## config.mk

```make
export PLATFORM = sky130hd
export DESIGN_NAME = brc_arbiter
export DESIGN_NICKNAME = d
export VERILOG_FILES = /design/src/rtl/brc_arbiter.sv
export SDC_FILE = /design/constraint.sdc
export NUM_CORES = 1
export LEC_CHECK = 0
export ABC_CLOCK_PERIOD_IN_PS = 3200
export CORE_MARGIN = 1.5
export CORE_UTILIZATION = 34
export DETAILED_ROUTE_END_ITERATION = 6
export PLACE_DENSITY = 0.85
export SLEW_MARGIN = 25
export SYNTH_ARGS = -nofsm -noshare
export SYNTH_HDL_FRONTEND = slang
export SYNTH_SLANG_ARGS = --single-unit
```

## constraint.sdc

```tcl
create_clock -name i_clk -period 3.2 [get_ports i_clk]
set_input_delay 0.48 -clock i_clk [delete_from_list [all_inputs] [get_ports i_clk]]
set_output_delay 0.48 -clock i_clk [all_outputs]
set_load 0.01 [all_outputs]
```

## src/rtl/brc_arbiter.sv

```systemverilog
//==============================================================================
// Module   : brc_arbiter
// Purpose  : Round-robin sharing of one branch comparator between two
//            requesters, with RV32I funct3 decode and a registered tagged
//            response. Optional perf counters are added when BRC_ARB_PERF_EN is defined.
// Revision : 1.0 - initial release
//==============================================================================
`default_nettype none

module brc #(
    parameter int WIDTH = 32
) (
    input  logic [WIDTH-1:0] i_a,
    input  logic [WIDTH-1:0] i_b,
    input  logic             i_signed,
    output logic             o_eq,
    output logic             o_lt
);
    always_comb begin
        o_eq = (i_a == i_b);
        if (i_signed) begin
            o_lt = ($signed(i_a) < $signed(i_b));
        end else begin
            o_lt = (i_a < i_b);
        end
    end
endmodule

module brc_arbiter #(
    parameter int TAG_W = 4,
    parameter int CNT_W = 32
) (
    input  logic             i_clk,
    input  logic             i_rst_n,
    input  logic             i_req0_valid,
    output logic             o_req0_ready,
    input  logic [31:0]      i_req0_rs1,
    input  logic [31:0]      i_req0_rs2,
    input  logic [2:0]       i_req0_funct3,
    input  logic [TAG_W-1:0] i_req0_tag,
    input  logic             i_req1_valid,
    output logic             o_req1_ready,
    input  logic [31:0]      i_req1_rs1,
    input  logic [31:0]      i_req1_rs2,
    input  logic [2:0]       i_req1_funct3,
    input  logic [TAG_W-1:0] i_req1_tag,
    output logic             o_rsp_valid,
    input  logic             i_rsp_ready,
    output logic             o_rsp_port,
    output logic [TAG_W-1:0] o_rsp_tag,
    output logic             o_rsp_taken,
    output logic             o_rsp_illegal
`ifdef BRC_ARB_PERF_EN
    ,
    output logic [CNT_W-1:0] o_perf_taken_cnt,
    output logic [CNT_W-1:0] o_perf_stall_cnt
`endif
);

    if (TAG_W < 1 || CNT_W < 1) begin : g_param_check
        $error("brc_arbiter: TAG_W and CNT_W must be at least 1");
    end

    logic             r_rsp_valid_q,   w_rsp_valid_d;
    logic             r_rsp_port_q,    w_rsp_port_d;
    logic [TAG_W-1:0] r_rsp_tag_q,     w_rsp_tag_d;
    logic             r_rsp_taken_q,   w_rsp_taken_d;
    logic             r_rsp_illegal_q, w_rsp_illegal_d;
    logic             r_last_grant_q,  w_last_grant_d;

    logic             w_slot_free;
    logic             w_gnt0;
    logic             w_gnt1;
    logic             w_accept;
    logic [31:0]      w_rs1;
    logic [31:0]      w_rs2;
    logic [2:0]       w_funct3;
    logic [TAG_W-1:0] w_tag;
    logic             w_eq;
    logic             w_lt;
    logic             w_taken;
    logic             w_illegal;

    assign w_slot_free = ~r_rsp_valid_q | i_rsp_ready;

    // Grants are gated by reset so readies stay low while i_rst_n is asserted.
    always_comb begin
        w_gnt0 = 1'b0;
        w_gnt1 = 1'b0;
        if (i_rst_n && w_slot_free) begin
            if (i_req0_valid && i_req1_valid) begin
                w_gnt0 = r_last_grant_q;
                w_gnt1 = ~r_last_grant_q;
            end else begin
                w_gnt0 = i_req0_valid;
                w_gnt1 = i_req1_valid;
            end
        end
    end

    assign w_accept     = w_gnt0 | w_gnt1;
    assign o_req0_ready = w_gnt0;
    assign o_req1_ready = w_gnt1;

    always_comb begin
        w_rs1    = w_gnt1 ? i_req1_rs1    : i_req0_rs1;
        w_rs2    = w_gnt1 ? i_req1_rs2    : i_req0_rs2;
        w_funct3 = w_gnt1 ? i_req1_funct3 : i_req0_funct3;
        w_tag    = w_gnt1 ? i_req1_tag    : i_req0_tag;
    end

    brc #(
        .WIDTH (32)
    ) u_brc (
        .i_a      (w_rs1),
        .i_b      (w_rs2),
        .i_signed (~w_funct3[1]),
        .o_eq     (w_eq),
        .o_lt     (w_lt)
    );

    always_comb begin
        w_taken   = 1'b0;
        w_illegal = 1'b0;
        case (w_funct3)
            3'b000:  w_taken = w_eq;
            3'b001:  w_taken = ~w_eq;
            3'b100,
            3'b110:  w_taken = w_lt;
            3'b101,
            3'b111:  w_taken = ~w_lt;
            default: w_illegal = 1'b1;
        endcase
    end

    // A pop and an accept in the same cycle overwrite the slot in place.
    always_comb begin
        w_rsp_valid_d   = r_rsp_valid_q & ~i_rsp_ready;
        w_rsp_port_d    = r_rsp_port_q;
        w_rsp_tag_d     = r_rsp_tag_q;
        w_rsp_taken_d   = r_rsp_taken_q;
        w_rsp_illegal_d = r_rsp_illegal_q;
        w_last_grant_d  = r_last_grant_q;
        if (w_accept) begin
            w_rsp_valid_d   = 1'b1;
            w_rsp_port_d    = w_gnt1;
            w_rsp_tag_d     = w_tag;
            w_rsp_taken_d   = w_taken;
            w_rsp_illegal_d = w_illegal;
            w_last_grant_d  = w_gnt1;
        end
    end

    always_ff @(posedge i_clk) begin
        if (!i_rst_n) begin
            r_rsp_valid_q   <= 1'b0;
            r_rsp_port_q    <= 1'b0;
            r_rsp_tag_q     <= '0;
            r_rsp_taken_q   <= 1'b0;
            r_rsp_illegal_q <= 1'b0;
            r_last_grant_q  <= 1'b1;
        end else begin
            r_rsp_valid_q   <= w_rsp_valid_d;
            r_rsp_port_q    <= w_rsp_port_d;
            r_rsp_tag_q     <= w_rsp_tag_d;
            r_rsp_taken_q   <= w_rsp_taken_d;
            r_rsp_illegal_q <= w_rsp_illegal_d;
            r_last_grant_q  <= w_last_grant_d;
        end
    end

    assign o_rsp_valid   = r_rsp_valid_q;
    assign o_rsp_port    = r_rsp_port_q;
    assign o_rsp_tag     = r_rsp_tag_q;
    assign o_rsp_taken   = r_rsp_taken_q;
    assign o_rsp_illegal = r_rsp_illegal_q;

`ifdef BRC_ARB_PERF_EN
    logic [CNT_W-1:0] r_taken_cnt_q, w_taken_cnt_d;
    logic [CNT_W-1:0] r_stall_cnt_q, w_stall_cnt_d;
    logic             w_stall;

    assign w_stall = (i_req0_valid & ~w_gnt0) | (i_req1_valid & ~w_gnt1);

    always_comb begin
        w_taken_cnt_d = r_taken_cnt_q;
        w_stall_cnt_d = r_stall_cnt_q;
        if (w_accept && w_taken && !w_illegal) begin
            w_taken_cnt_d = r_taken_cnt_q + 1'b1;
        end
        if (w_stall) begin
            w_stall_cnt_d = r_stall_cnt_q + 1'b1;
        end
    end

    always_ff @(posedge i_clk) begin
        if (!i_rst_n) begin
            r_taken_cnt_q <= '0;
            r_stall_cnt_q <= '0;
        end else begin
            r_taken_cnt_q <= w_taken_cnt_d;
            r_stall_cnt_q <= w_stall_cnt_d;
        end
    end

    assign o_perf_taken_cnt = r_taken_cnt_q;
    assign o_perf_stall_cnt = r_stall_cnt_q;
`endif

endmodule

`default_nettype wire

```

Yosys cells after proc, flatten, opt, wreduce, memory -nomap -nowiden
Cells that the tools add are included.
{"block": "totals", "register_bits": 9, "in_bits": 147, "output_inout_bits": 10}
{"block": "classes", "magnitude_cmp": 2, "n_eq_ne": 6, "n_mux": 12, "n_bitwise": 8, "reduce_logical": 6}
{"op": "$lt A32 B32 Y1", "n": 2}
{"op": "$mux W32", "n": 2}
{"op": "$eq A32 B32 Y1", "n": 1}
{"op": "$eq A3 B3 Y1 const B", "n": 4}
{"op": "$mux W1", "n": 7}
{"op": "$reduce_or A6 Y1", "n": 1}
{"op": "$not A1 Y1", "n": 5}
{"op": "$mux W4", "n": 1}
{"op": "$pmux W1 S4", "n": 1}
{"op": "$reduce_or A2 Y1", "n": 2}
{"op": "$eq A3 B1 Y1 const B", "n": 1}
{"op": "$logic_not A3 Y1", "n": 1}
{"op": "$mux W3", "n": 1}
{"op": "$logic_and A1 B1 Y1", "n": 2}
{"op": "$or A1 B1 Y1", "n": 2}
{"op": "$and A1 B1 Y1", "n": 1}

Longest topological paths before layout
Gate-level depths: netlist (run 1).
{"block": "logic_depth", "ltp_word": 9, "ltp_mapped": 15}

Modules after synthesis
From an unflattened synthesis (run 1), not the netlist that was laid out.
{"block": "hier_totals", "cells_unflattened": 244, "hier_area_um2": 2085.8}
{"module": "brc_arbiter", "n_inst": 1, "cells_each": 131, "area_per_inst_um2": 1267.5, "seq_area_each_um2": 180.2}
{"module": "brc", "n_inst": 1, "cells_each": 113, "area_per_inst_um2": 818.3, "seq_area_each_um2": 0.0}

Worst setup path before layout (run 1)
OpenSTA, ideal clock, no wires.
{"block": "synth_path", "kind": "input port to flip-flop", "start": "in i_rsp_ready", "end": "reg r_rsp_taken_q, in the netlist o_rsp_taken", "setup_time_ps": 79, "arrival_time_ps": 2835, "required_ps": 3121, "setup_slack_ps": 286, "cell_stages": 15, "n_path_buf": 3, "path_cell_list": "nand2b_1 > clkbuf_2 > nand3_4 > inv_2 > buf_2 > buf_2 > nand2_1 > nand2_1 > ha_1 > nand4_1 > nor4_2 > nand3_1 > xnor2_1 > o21a_1 > o221ai_2"}
{"block": "synth_via", "elab_chain_cells": 8, "elab_cells_between_ends": 23, "classes_between": "2 x order compare; 6 x eq/ne; 7 x mux; 4 x bitwise; 4 x reduce/logical"}
{"item": "start: declaration", "line_no": "48", "text": "input logic i_rsp_ready,"}
{"item": "$or A1 B1 Y1 *", "line_no": "84", "text": "assign w_slot_free = ~r_rsp_valid_q | i_rsp_ready;"}
{"item": "$logic_and A1 B1 Y1 *", "line_no": "90", "text": "if (i_rst_n && w_slot_free) begin"}
{"item": "$mux W1 *", "line_no": "90"}
{"item": "via o_req1_ready", "line_no": "42", "text": "output logic o_req1_ready,"}
{"item": "$mux W32 (on tied branches)", "line_no": "106, 107"}
{"item": "$lt A32 B32 Y1 (on tied branches)", "line_no": "22, 24"}
{"item": "$mux W1", "line_no": "21", "text": "if (i_signed) begin"}
{"item": "$not A1 Y1", "line_no": "131", "text": "3'b111: w_taken = ~w_lt;"}
{"item": "$pmux W1 S4", "line_no": "125", "text": "case (w_funct3)"}
{"item": "end signal: assignment", "line_no": "166", "text": "r_rsp_taken_q <= w_rsp_taken_d;"}
{"item": "end: declaration", "line_no": "67", "text": "logic r_rsp_taken_q, w_rsp_taken_d;"}
The timed path passes the listed nets; every way through them passes the cells marked *.
A chain may end at the register's enable or synchronous reset.

Final worst setup path (run 1)
{"block": "layout_path", "start": "in i_rst_n", "end": "reg r_rsp_taken_q, in the netlist o_rsp_taken"}
{"block": "layout_via", "elab_chain_cells": 7, "elab_cells_between_ends": 22, "classes_between": "2 x order compare; 6 x eq/ne; 7 x mux; 3 x bitwise; 4 x reduce/logical"}
{"item": "start: declaration", "line_no": "34", "text": "input logic i_rst_n,"}
{"item": "$logic_and A1 B1 Y1", "line_no": "90"}
{"item": "$mux W1", "line_no": "90"}
{"item": "$mux W32 (on tied branches)", "line_no": "106, 107"}
{"item": "$lt A32 B32 Y1 (on tied branches)", "line_no": "22, 24"}
{"item": "$mux W1", "line_no": "21"}
{"item": "$not A1 Y1", "line_no": "131"}
{"item": "$pmux W1 S4", "line_no": "125"}
Several ways; a longest one is shown, not always the timed one.

==> impl_metrics.csv, run 1 <==
group,metric,value,unit
finish,drive_above_1_share,0.07350,
finish,syn2layout_area_growth,96.09,%
sta,finalHoldViolations,0,
finish,post-route-cell-area,0.003825,mm2
die,fp.dieW,78.75,um
synthesis,synth_warnings,0,
pwr,internal-power,0.0005174,W
clock_tree,clk_path_buf_depth,2,
setup_path,ff2ff_setup_slack,0.59,ns
placement,dpl_cell_area,0.003720,mm2
global_routing,grt_pass1_vias,2551,
pwr,power.switching,0.0002432,W
pwr,ir_worst_vdd,232.3,uV
finish,diodes,0,
sta,grt_setup_unrepaired,"no",
setup_path,reg2reg_depth,13,
pwr,p_leak,1.672,nW
setup_path,worst-path-max-fanout,15,
sta,layout_worst_path_cycle_share,0.9485,
clock_tree,cts.sinks,9,
job,maxCapViolations,0,
setup_path,required,3.30,ns
finish,multi_input_area,0.001729,mm2
pwr,combPwrFrac,0.660,
drt,drtIter0Drc,73,
synthesis,syn_inst,282,
finish,final_nets,629,
die,top_level_ports,157,
placement,dp_hpwl,5954,um
pwr,seqPwrFrac,0.169,
pwr,switching_share,0.3197,
placement,port_buffers,156,
drt,totalWireLength,6959,um
run_status,status,"finished, final reports clean",
setup_path,r2r_end,"o_rsp_taken",
setup_path,crit_type,"input port to flip-flop",
drt,final_antenna_net_count,0,
synthesis,synth_fp_nets,461,
clock_tree,cts_made_buffers,3,
die,dieArea,0.006201,mm2
drt,vias_per_cell,4.946,
die,num_rows,27,
sta,slew_viol_final,0,
sta,whs,0.4867,ns
clock_tree,cts_tree,"done",
synthesis,yosys.area.top_type,"ha_1",
min_path,hold_class,"flip-flop to flip-flop",
setup_path,critPathLaunchType,"input port",
finish,regArea,180.2,um2
global_routing,grt_overflow_total,0,
synthesis,netlist.area_leader.share,0.2053,
drt,drtPass1Iterations,4,
pwr,p_per_area,198.8,mW/mm2
drt,avgRoutedWirePerCell,13.36,um
die,coreArea,0.005507,mm2
global_routing,grt_pass1_wl,11100,um
global_routing,antenna_found_initial,0,
min_path,whs_endpoint,"o_rsp_port",
setup_path,cp_data_arrival_time,3.14,ns
synthesis,yosysSeqAreaShare,0.09237,
drt,vias,2577,
min_path,hold_depth,2,
setup_path,end_kind,"flip-flop",
setup_path,crit_start,"i_rst_n",
global_routing,grt_max_degree,25,
die,start_util,0.3542,
sta,finalClockSkew,0.001839,ns
drt,drcViolationCount,0,
clock_tree,holdBufCountCts,0,
die,die_h,78.75,um
placement,gp_congestion,0.8530,
synthesis,yosysUniqueCellTypes,37,
sta,final.min_clock_period,3.035,ns
sta,timing.fmax,329.5,MHz
finish,mostFrequentLayoutCell,"clkdlybuf4s50_1",
finish,layout_common_cells,"clkdlybuf4s50_1 (156), nand2_1 (105), mux2i_1 (35)",
sta,setup-violations-final,0,
global_routing,grtUsageTotal,0.2189,
setup_path,worstReg2RegStart,"r_last_grant_q",
sta,slew_headroom,0.7728,
clock_tree,worstSkewPairLatency,0.23,ns
min_path,worstHoldStart,"o_rsp_port",
clock_tree,cts_max_level,1,
pwr,total_power,0.0007606,W
finish,nFillCells,447,
clock_tree,cts_root_buf,"clkbuf_8",
synthesis,netlist_area,0.001951,mm2
clock_tree,clk_pin_slew,0.05,ns
pwr,p_clk_frac,0.172,
synthesis,yosys_register_bits,9,
synthesis,ys_top_cells_by_area,"ha_1 (21%), nand2_1 (20%), mux2i_1 (18%)",
sta,worst_slew_pin_slew,0.3372,ns
synthesis,avgSynthCellArea,6.917,um2
## power by group through the flow
stage	clock (W)	sequential [W]	combinational [W]
after floorplan	0	0.000133	0.000213
after global placement	0	0.000130	0.000480
after detailed placement	0	0.000129	0.000491
after CTS	0.000135	0.000128	0.000497
after global routing	0.000139	0.000129	0.000554
final	0.000131	0.000128	0.000502
## worst max-delay path, stage by stage
cell,delay (ns)
clkdlybuf4s50_1,0.49
a21boi_4,0.21
nand3_4,0.12
inv_6,0.11
buf_12,0.15
mux2i_4,0.23
ha_1,0.26
nand4_1,0.16
buf_4,0.14
nor3_1,0.05
a221oi_2,0.27
o211a_1,0.21
o21a_1,0.13
o221ai_2,0.10
## synth_stat cells, drive strengths merged
| library cell | n |
|---|---|
| clkbuf | 5 |
| nand4 | 6 |
| xnor2 | 1 |
| nand3 | 5 |
| o2111ai | 2 |
| a211oi | 6 |
| nor3 | 5 |
| a31oi | 1 |
| a22o | 1 |
| mux2i | 37 |
| ha | 32 |
| a21o | 1 |
| nor4 | 2 |
| nand2b | 3 |
| a221oi | 2 |
| buf | 7 |
| o221ai | 1 |
| o211a | 1 |
| and3 | 1 |
| a2bb2oi | 1 |
| a21boi | 1 |
| xor2 | 1 |
| and4 | 1 |
| nor2b | 1 |
| nand2 | 105 |
| a21oi | 17 |
| inv | 8 |
| o21a | 4 |
| o21ai | 5 |
| nor2 | 10 |
| dfxtp | 9 |
## how the worst max path moves through the flow
stage	to	slack, ns	depth (start not counted)
global route	o_rsp_taken	0.005	13
detailed placement	o_rsp_taken	-0.27	14
global placement	o_rsp_taken	-0.25	14
finish	o_rsp_taken	0.16	14
CTS	o_rsp_taken	0.06	13
floorplan	o_rsp_taken	0.29	15
## repair_timing
item	in CTS	in global routing
gates cloned	0	0
pin swaps	1	7
setup endpoints to repair	1	1
endpoints found under the hold margin	0	0
gates resized for setup	2	8
buffers inserted	0	1
## cell type report
class,count,area share
Inverter,8,0.009159
Timing Repair Buffer,175,0.4563
Multi-Input combinational cell,253,0.4521
Clock buffer,4,0.01178
Tap cell,72,0.02355
Sequential cell,9,0.04711
## per-stage QoR
| stage | setup slack [ns] | cells | TNS [ns] | util |
|---|---|---|---|---|
| 6_report | 0.1649 | 521 | 0 | 0.6946 |
| 5_1_grt | 0.004557 | 521 | 0 | 0.6946 |
| 4_1_cts | 0.05673 | 520 | 0 | 0.6853 |
| 3_5_place_dp | -0.2735 | 516 | -0.2735 | 0.6755 |
| 3_3_place_gp | -0.2451 | 516 | -0.2451 | 0.6755 |
| 2_1_floorplan | 0.2859 | 282 | 0 | - |
## flip-flops by register name, indices dropped and copies added (netlist names)
signal          count
o_rsp_taken         1
o_rsp_illegal       1
o_rsp_tag           4
r_last_grant_q      1
o_rsp_port          1
o_rsp_valid         1
## routing by layer
| layer | up-vias | global-route usage | wire, um |
|---|---|---|---|
| met5 | - | 0 | 0 |
| met3 | 6 | 0.04828 | 631 |
| met4 | 0 | 0.04107 | 51 |
| li1 | 1325 | - | - |
| met1 | 1147 | 0.2452 | 2769 |
| met2 | 99 | 0.4207 | 3507 |
## kinds of logic after synthesis
logic type	count (synthesis)	synth area share
AO/OA/AOI/OAI	43	0.1507
XOR/XNOR	2	0.008982
adder cells (fa/ha/maj)	32	0.2053
buffers and inverters	20	0.04361
flip-flops	9	0.09237
multiplexers	37	0.1963
AND/OR/NAND/NOR	139	0.3028
No activity file was read; power rests on OpenSTA's default activity.
==> run 2, diff against run 1 <==
--- a/config.mk
+++ b/config.mk
@@ -8,8 +8,10 @@
 export ABC_CLOCK_PERIOD_IN_PS = 3200
 export CORE_MARGIN = 1.5
 export CORE_UTILIZATION = 34
+export CTS_CLUSTER_SIZE = 16
 export DETAILED_ROUTE_END_ITERATION = 6
 export PLACE_DENSITY = 0.85
+export RECOVER_POWER = 100
 export SLEW_MARGIN = 25
 export SYNTH_ARGS = -nofsm -noshare
 export SYNTH_HDL_FRONTEND = slang
==> run 2 against run 1 <==
Non-clock buffer count is the same. Routed wire length shrank 0.17%. Setup slack is essentially flat. Critical path depth is the same. Die area is the same. Via count grew 0.16%. Sequential share of layout area is the same. Clock-buffer cell count is the same. Clock power is essentially flat. Sequential power is essentially flat. Critical path type unchanged. Critical endpoint unchanged. Largest cell class unchanged. Largest power group unchanged. Highest routed layer unchanged.
==> impl_metrics.csv, run 2 (synthesis gave the netlist of run 1 again) <==
group,metric,value,unit
finish,mostFrequentLayoutCell,"clkdlybuf4s50_1",
drt,avgRoutedWirePerCell,13.33,um
die,num_rows,27,
setup_path,reg2reg_depth,13,
placement,gp_congestion,0.8530,
clock_tree,worstSkewPairLatency,0.23,ns
sta,worst_slew_pin_slew,0.3372,ns
die,fp.dieW,78.75,um
setup_path,crit_start,"i_rst_n",
drt,drcViolationCount,0,
setup_path,required,3.30,ns
setup_path,cp.buffers_inverters,4,
setup_path,critPathLaunchType,"input port",
finish,nFillCells,447,
clock_tree,holdBufCountCts,0,
global_routing,antenna_found_initial,0,
placement,dpl_cell_area,0.003720,mm2
die,dieArea,0.006201,mm2
finish,post-route-cell-area,0.003825,mm2
sta,slew_headroom,0.7728,
global_routing,grt_pass1_wl,11100,um
pwr,total_power,0.0007569,W
die,die_h,78.75,um
drt,vias_per_cell,4.954,
sta,finalHoldViolations,0,
setup_path,worstReg2RegStart,"r_last_grant_q",
global_routing,grtUsageTotal,0.2189,
sta,timing.fmax,329.4,MHz
clock_tree,cts_made_buffers,3,
finish,final_nets,629,
sta,grt_setup_unrepaired,"no",
setup_path,crit_end,"o_rsp_taken",
placement,port_buffers,156,
setup_path,r2r_end,"o_rsp_taken",
clock_tree,cts_tree,"done",
setup_path,path_depth,14,
setup_path,ff2ff_setup_slack,0.59,ns
finish,multi_input_area,0.001729,mm2
sta,layout_worst_path_cycle_share,0.9486,
finish,post-route-util,0.6946,
finish,diodes,0,
run_status,status,"finished, final reports clean",
setup_path,slowest_stage,"clkdlybuf4s50_1",
clock_tree,clk_path_buf_depth,2,
drt,final_antenna_net_count,0,
sta,finalClockSkew,0.002099,ns
global_routing,grt_overflow_total,0,
finish,largest_register_ffs,4,
drt,drtIter0Drc,73,
setup_path,crit_chain,"clkdlybuf4s50_1 -> a21boi_4 -> nand3_4 -> inv_6 -> buf_12 -> mux2i_4 -> ha_1 -> nand4_1 -> buf_4 -> nor3_1 -> a221oi_2 -> o211a_1 -> o21a_1 -> o221ai_2",
min_path,hold_class,"flip-flop to flip-flop",
clock_tree,clk_pin_slew,0.05,ns
sta,setup-violations-final,0,
global_routing,grt_max_degree,25,
finish,syn2layout_area_growth,96.09,%
job,maxCapViolations,0,
drt,totalWireLength,6947,um
clock_tree,cts_root_buf,"clkbuf_8",
clock_tree,cts.sinks,9,
setup_path,crit_type,"input port to flip-flop",
die,coreArea,0.005507,mm2
die,start_util,0.3542,
clock_tree,cts_max_level,1,
setup_path,cpPeakStageDelay,0.49,ns
placement,dp_hpwl,5954,um
pwr,p_leak,1.692,nW
finish,drive_above_1_share,0.07350,
pwr,ir_worst_vdd,231.8,uV
setup_path,end_kind,"flip-flop",
sta,final.min_clock_period,3.036,ns
drt,drtPass1Iterations,4,
pwr,p_per_area,197.9,mW/mm2
finish,layout_common_cells,"clkdlybuf4s50_1 (148), nand2_1 (105), mux2i_1 (35)",
setup_path,worst-path-max-fanout,15,
global_routing,grt_pass1_vias,2551,
die,top_level_ports,157,
setup_path,path_delay_family,"compound AO/OA/AOI/OAI gates",
sta,slew_viol_final,0,
finish,regArea,180.2,um2
drt,vias,2581,
setup_path,cp_data_arrival_time,3.14,ns
## run 2: cell count changes in the layout (fill, tap and decap cells not counted), sizes merged
| cell | delta |
|---|---|
| clkdlybuf4s50 | -8 |
| dlygate4sd3 | +8 |
## run 2: where the power goes
part | leakage (nW) | switching [W] | total, W | internal (W)
logic | 1.60 | 0.000193 | 0.000499 | 0.000306
clock network | 0.0228 | 0.0000436 | 0.000130 | 0.0000867
registers | 0.0742 | 0.00000594 | 0.000128 | 0.000122
total | 1.69 | 0.000242 | 0.000757 | 0.000514
## run 2: final cells by class
class / instances / share of cell area
timing repair buffer: 175 / 0.4563
sequential: 9 / 0.04711
clock buffer: 4 / 0.01178
inverter: 8 / 0.009159
tap: 72 / 0.02355
multi-input combinational: 253 / 0.4521
## run 2: layer usage
layer,vias up,GRT usage,routed length (um)
li1,1326,-,-
met1,1150,0.2452,2749
met2,99,0.4207,3511
met3,6,0.04828,634
met4,0,0.04107,51
met5,-,0,0
## run 2: how the worst min path moves through the flow
stage                          start          to  cells past startpoint
final                     o_rsp_port  o_rsp_port                      2
after global routing      o_rsp_port  o_rsp_port                      2
after CTS                 o_rsp_port  o_rsp_port                      2
after detailed placement  o_rsp_port  o_rsp_port                      2
after global placement    o_rsp_port  o_rsp_port                      2
after floorplan           o_rsp_port  o_rsp_port                      2
## run 2: through the flow
step / setup slack [ns] / hold WS, ns / TNS, ns / cells
6_report: 0.1645 / 0.4831 / 0 / 521
2_1_floorplan: 0.2859 / 0.5282 / 0 / 282
3_5_place_dp: -0.2735 / 0.4807 / -0.2735 / 516
4_1_cts: 0.05673 / 0.4915 / 0 / 520
3_3_place_gp: -0.2451 / 0.4791 / -0.2451 / 516
5_1_grt: 0.004557 / 0.5217 / 0 / 521
## run 2: what timing repair did
action                                  in CTS  in global routing
endpoints found under the setup margin       1                  1
gates resized for setup                      2                  8
buffers inserted                             0                  1
pin swaps                                    1                  7
## run 2: worst reg2reg max path, cell delays in order (launching register included)
cell and delay, ns:
dfxtp_1 0.36, a21boi_4 0.18, nand3_4 0.12, inv_6 0.11, buf_12 0.15, mux2i_4 0.24, ha_1 0.26, nand4_1 0.16
buf_4 0.14, nor3_1 0.05, a221oi_2 0.27, o211a_1 0.21, o21a_1 0.13, o221ai_2 0.10
==> run 3, diff against run 2 <==
--- a/config.mk
+++ b/config.mk
@@ -5,13 +5,14 @@
 export SDC_FILE = /design/constraint.sdc
 export NUM_CORES = 1
 export LEC_CHECK = 0
-export ABC_CLOCK_PERIOD_IN_PS = 3200
+export ABC_CLOCK_PERIOD_IN_PS = 3510
 export CORE_MARGIN = 1.5
-export CORE_UTILIZATION = 34
+export CORE_UTILIZATION = 36
 export CTS_CLUSTER_SIZE = 16
 export DETAILED_ROUTE_END_ITERATION = 6
-export PLACE_DENSITY = 0.85
+export PLACE_DENSITY = 0.89
 export RECOVER_POWER = 100
+export SKIP_LAST_GASP = 1
 export SLEW_MARGIN = 25
 export SYNTH_ARGS = -nofsm -noshare
 export SYNTH_HDL_FRONTEND = slang
==> constraint.sdc (replaced) <==
create_clock -name i_clk -period 3.51 [get_ports i_clk]
set_input_delay 0.5265 -clock i_clk [delete_from_list [all_inputs] [get_ports i_clk]]
set_output_delay 0.5265 -clock i_clk [all_outputs]
set_load 0.01 [all_outputs]
==> run 3 against run 2 <==
Largest cell class is now multi-input gates. Critical endpoint is now o_req0_ready. Non-clock buffer count shrank 11. Clock skew fell by 0.00096 ns. Utilization grew 1.6 points. Hold slack improved by 0.0052 ns. Register-to-register slack better by 0.16 ns. Clock-buffer cell count stayed put. Die area shrank 5.3%. Global-route usage is 1.6 points higher. Sequential share of layout area increased by 0.19 points. Clock power down 8%. Power shrank 12%.
==> impl_metrics.csv, run 3 (synthesis gave the netlist of run 1 again) <==
group,metric,value,unit
pwr,ir_worst_vdd,189.6,uV
global_routing,grt_pass1_vias,2694,
clock_tree,cts_made_buffers,3,
sta,layout_worst_path_cycle_share,0.9261,
job,maxCapViolations,0,
finish,drive_above_1_share,0.03425,
setup_path,critPathLaunchType,"input port",
clock_tree,clk_pin_slew,0.04,ns
global_routing,grt_overflow_total,0,
clock_tree,clk_path_buf_depth,2,
sta,timing.fmax,307.6,MHz
clock_tree,worstSkewPairLatency,0.23,ns
placement,dpl_cell_area,0.003642,mm2
sta,final.min_clock_period,3.250,ns
finish,mostFrequentLayoutCell,"clkdlybuf4s50_1",
drt,totalWireLength,6895,um
drt,final_antenna_net_count,0,
die,start_util,0.3771,
drt,vias_per_cell,5.043,
clock_tree,cts_root_buf,"clkbuf_8",
global_routing,grt_max_degree,35,
run_status,status,"finished, final reports clean",
sta,slew_viol_final,0,
clock_tree,ctsResizeCount,0,
die,num_rows,26,
die,top_level_ports,157,
setup_path,crit_type,"input port to output pin",
sta,slew_headroom,0.6571,
drt,vias,2562,
finish,syn2layout_area_growth,88.33,%
die,die_h,76.61,um
drt,drcViolationCount,0,
sta,finalHoldViolations,0,
sta,setup-violations-final,0,
finish,diodes,0,
sta,finalClockSkew,0.001144,ns
sta,whs,0.4883,ns
clock_tree,cts.sinks,9,
die,dieArea,0.005869,mm2
pwr,p_leak,1.611,nW
placement,dp_hpwl,5957,um
finish,post-route-cell-area,0.003674,mm2
drt,drtIter0Drc,68,
min_path,hold_class,"flip-flop to flip-flop",
setup_path,worst-path-max-fanout,10,
sta,grt_setup_unrepaired,"no",
die,coreArea,0.005172,mm2
die,fp.dieW,76.61,um
clock_tree,cts_max_level,1,
placement,pre_cts_slack,0.05637,ns
clock_tree,holdBufCountCts,0,
finish,post-route-util,0.7102,
setup_path,end_kind,"output pin",
sta,setup_ws,0.2595,ns
placement,port_buffers,156,
global_routing,grtUsageTotal,0.2354,
drt,avgRoutedWirePerCell,13.57,um
finish,layout_common_cells,"clkdlybuf4s50_1 (146), nand2_1 (105), mux2i_1 (36)",
global_routing,grt_pass1_wl,11390,um
sta,worst_slew_pin_slew,0.5144,ns
clock_tree,cts_tree,"done",
global_routing,antenna_found_initial,0,
pwr,p_per_area,181.3,mW/mm2
setup_path,required,2.98,ns
finish,largest_register_ffs,4,
clock_tree,post_cts_buffers,0,
finish,nFillCells,426,
drt,drtPass1Iterations,4,
placement,gp_congestion,0.8054,
finish,final_nets,618,
setup_path,cp_data_arrival_time,2.72,ns
sta,fin_setup_tns,0,ns
==> run 3: changes by cell type in the layout (fill, tap and decap cells not counted), sizes merged <==
cell,previous run,this run
buf,19,6
clkdlybuf4s50,148,146
dlygate4sd3,8,10
clkbuf,4,6
==> run 3: per-stage QoR <==
stage | total power, W | instances
6_report | 0.0006660 | 508
5_1_grt | 0.0007296 | 508
4_1_cts | 0.0006814 | 508
3_5_place_dp | 0.0005547 | 504
3_3_place_gp | 0.0005428 | 504
2_1_floorplan | 0.0003153 | 282
==> run 3: final timing paths <==
kind                  start            to  slack, ns  cells after the start
min reg2reg      o_rsp_port    o_rsp_port       0.49                      2
max reg2reg  r_last_grant_q   o_rsp_taken       0.75                     12
min              o_rsp_port    o_rsp_port       0.49                      2
max             i_rsp_ready  o_req0_ready       0.26                      7
==> run 3: final cells by class <==
type / instances / area [um2] / share of cell area
clock buffer: 4 / 45.04 / 0.01226
inverter: 8 / 30.03 / 0.008174
multi-input combinational: 253 / 1679 / 0.4571
sequential: 9 / 180.2 / 0.04905
tap: 70 / 87.58 / 0.02384
timing repair buffer: 164 / 1652 / 0.4496
==> run 3: metal layers <==
layer / routed length [um] / track usage / part of all wire / up-vias
met4: 253 / 0.1093 / 0.037 / 0
met2: 3470 / 0.4313 / 0.50 / 109
met5: 0 / 0 / 0 / -
li1: - / - / - / 1306
met3: 368 / 0.04192 / 0.053 / 24
met1: 2803 / 0.2612 / 0.41 / 1123
==> run 3: power by group <==
group / internal (W) / switching (W) / total (W)
combinational: 0.000262 / 0.000169 / 0.000431
sequential: 0.000111 / 0.00000463 / 0.000116
clock: 0.0000790 / 0.0000399 / 0.000119
total: 0.000452 / 0.000214 / 0.000666
==> run 3: critical path: stages <==
cell	delay [ns]
dlygate4sd3_1	0.53
nand2b_1	0.20
clkbuf_1	0.17
o2111ai_1	0.10
clkbuf_1	0.44
inv_1	0.13
dlygate4sd3_1	0.63
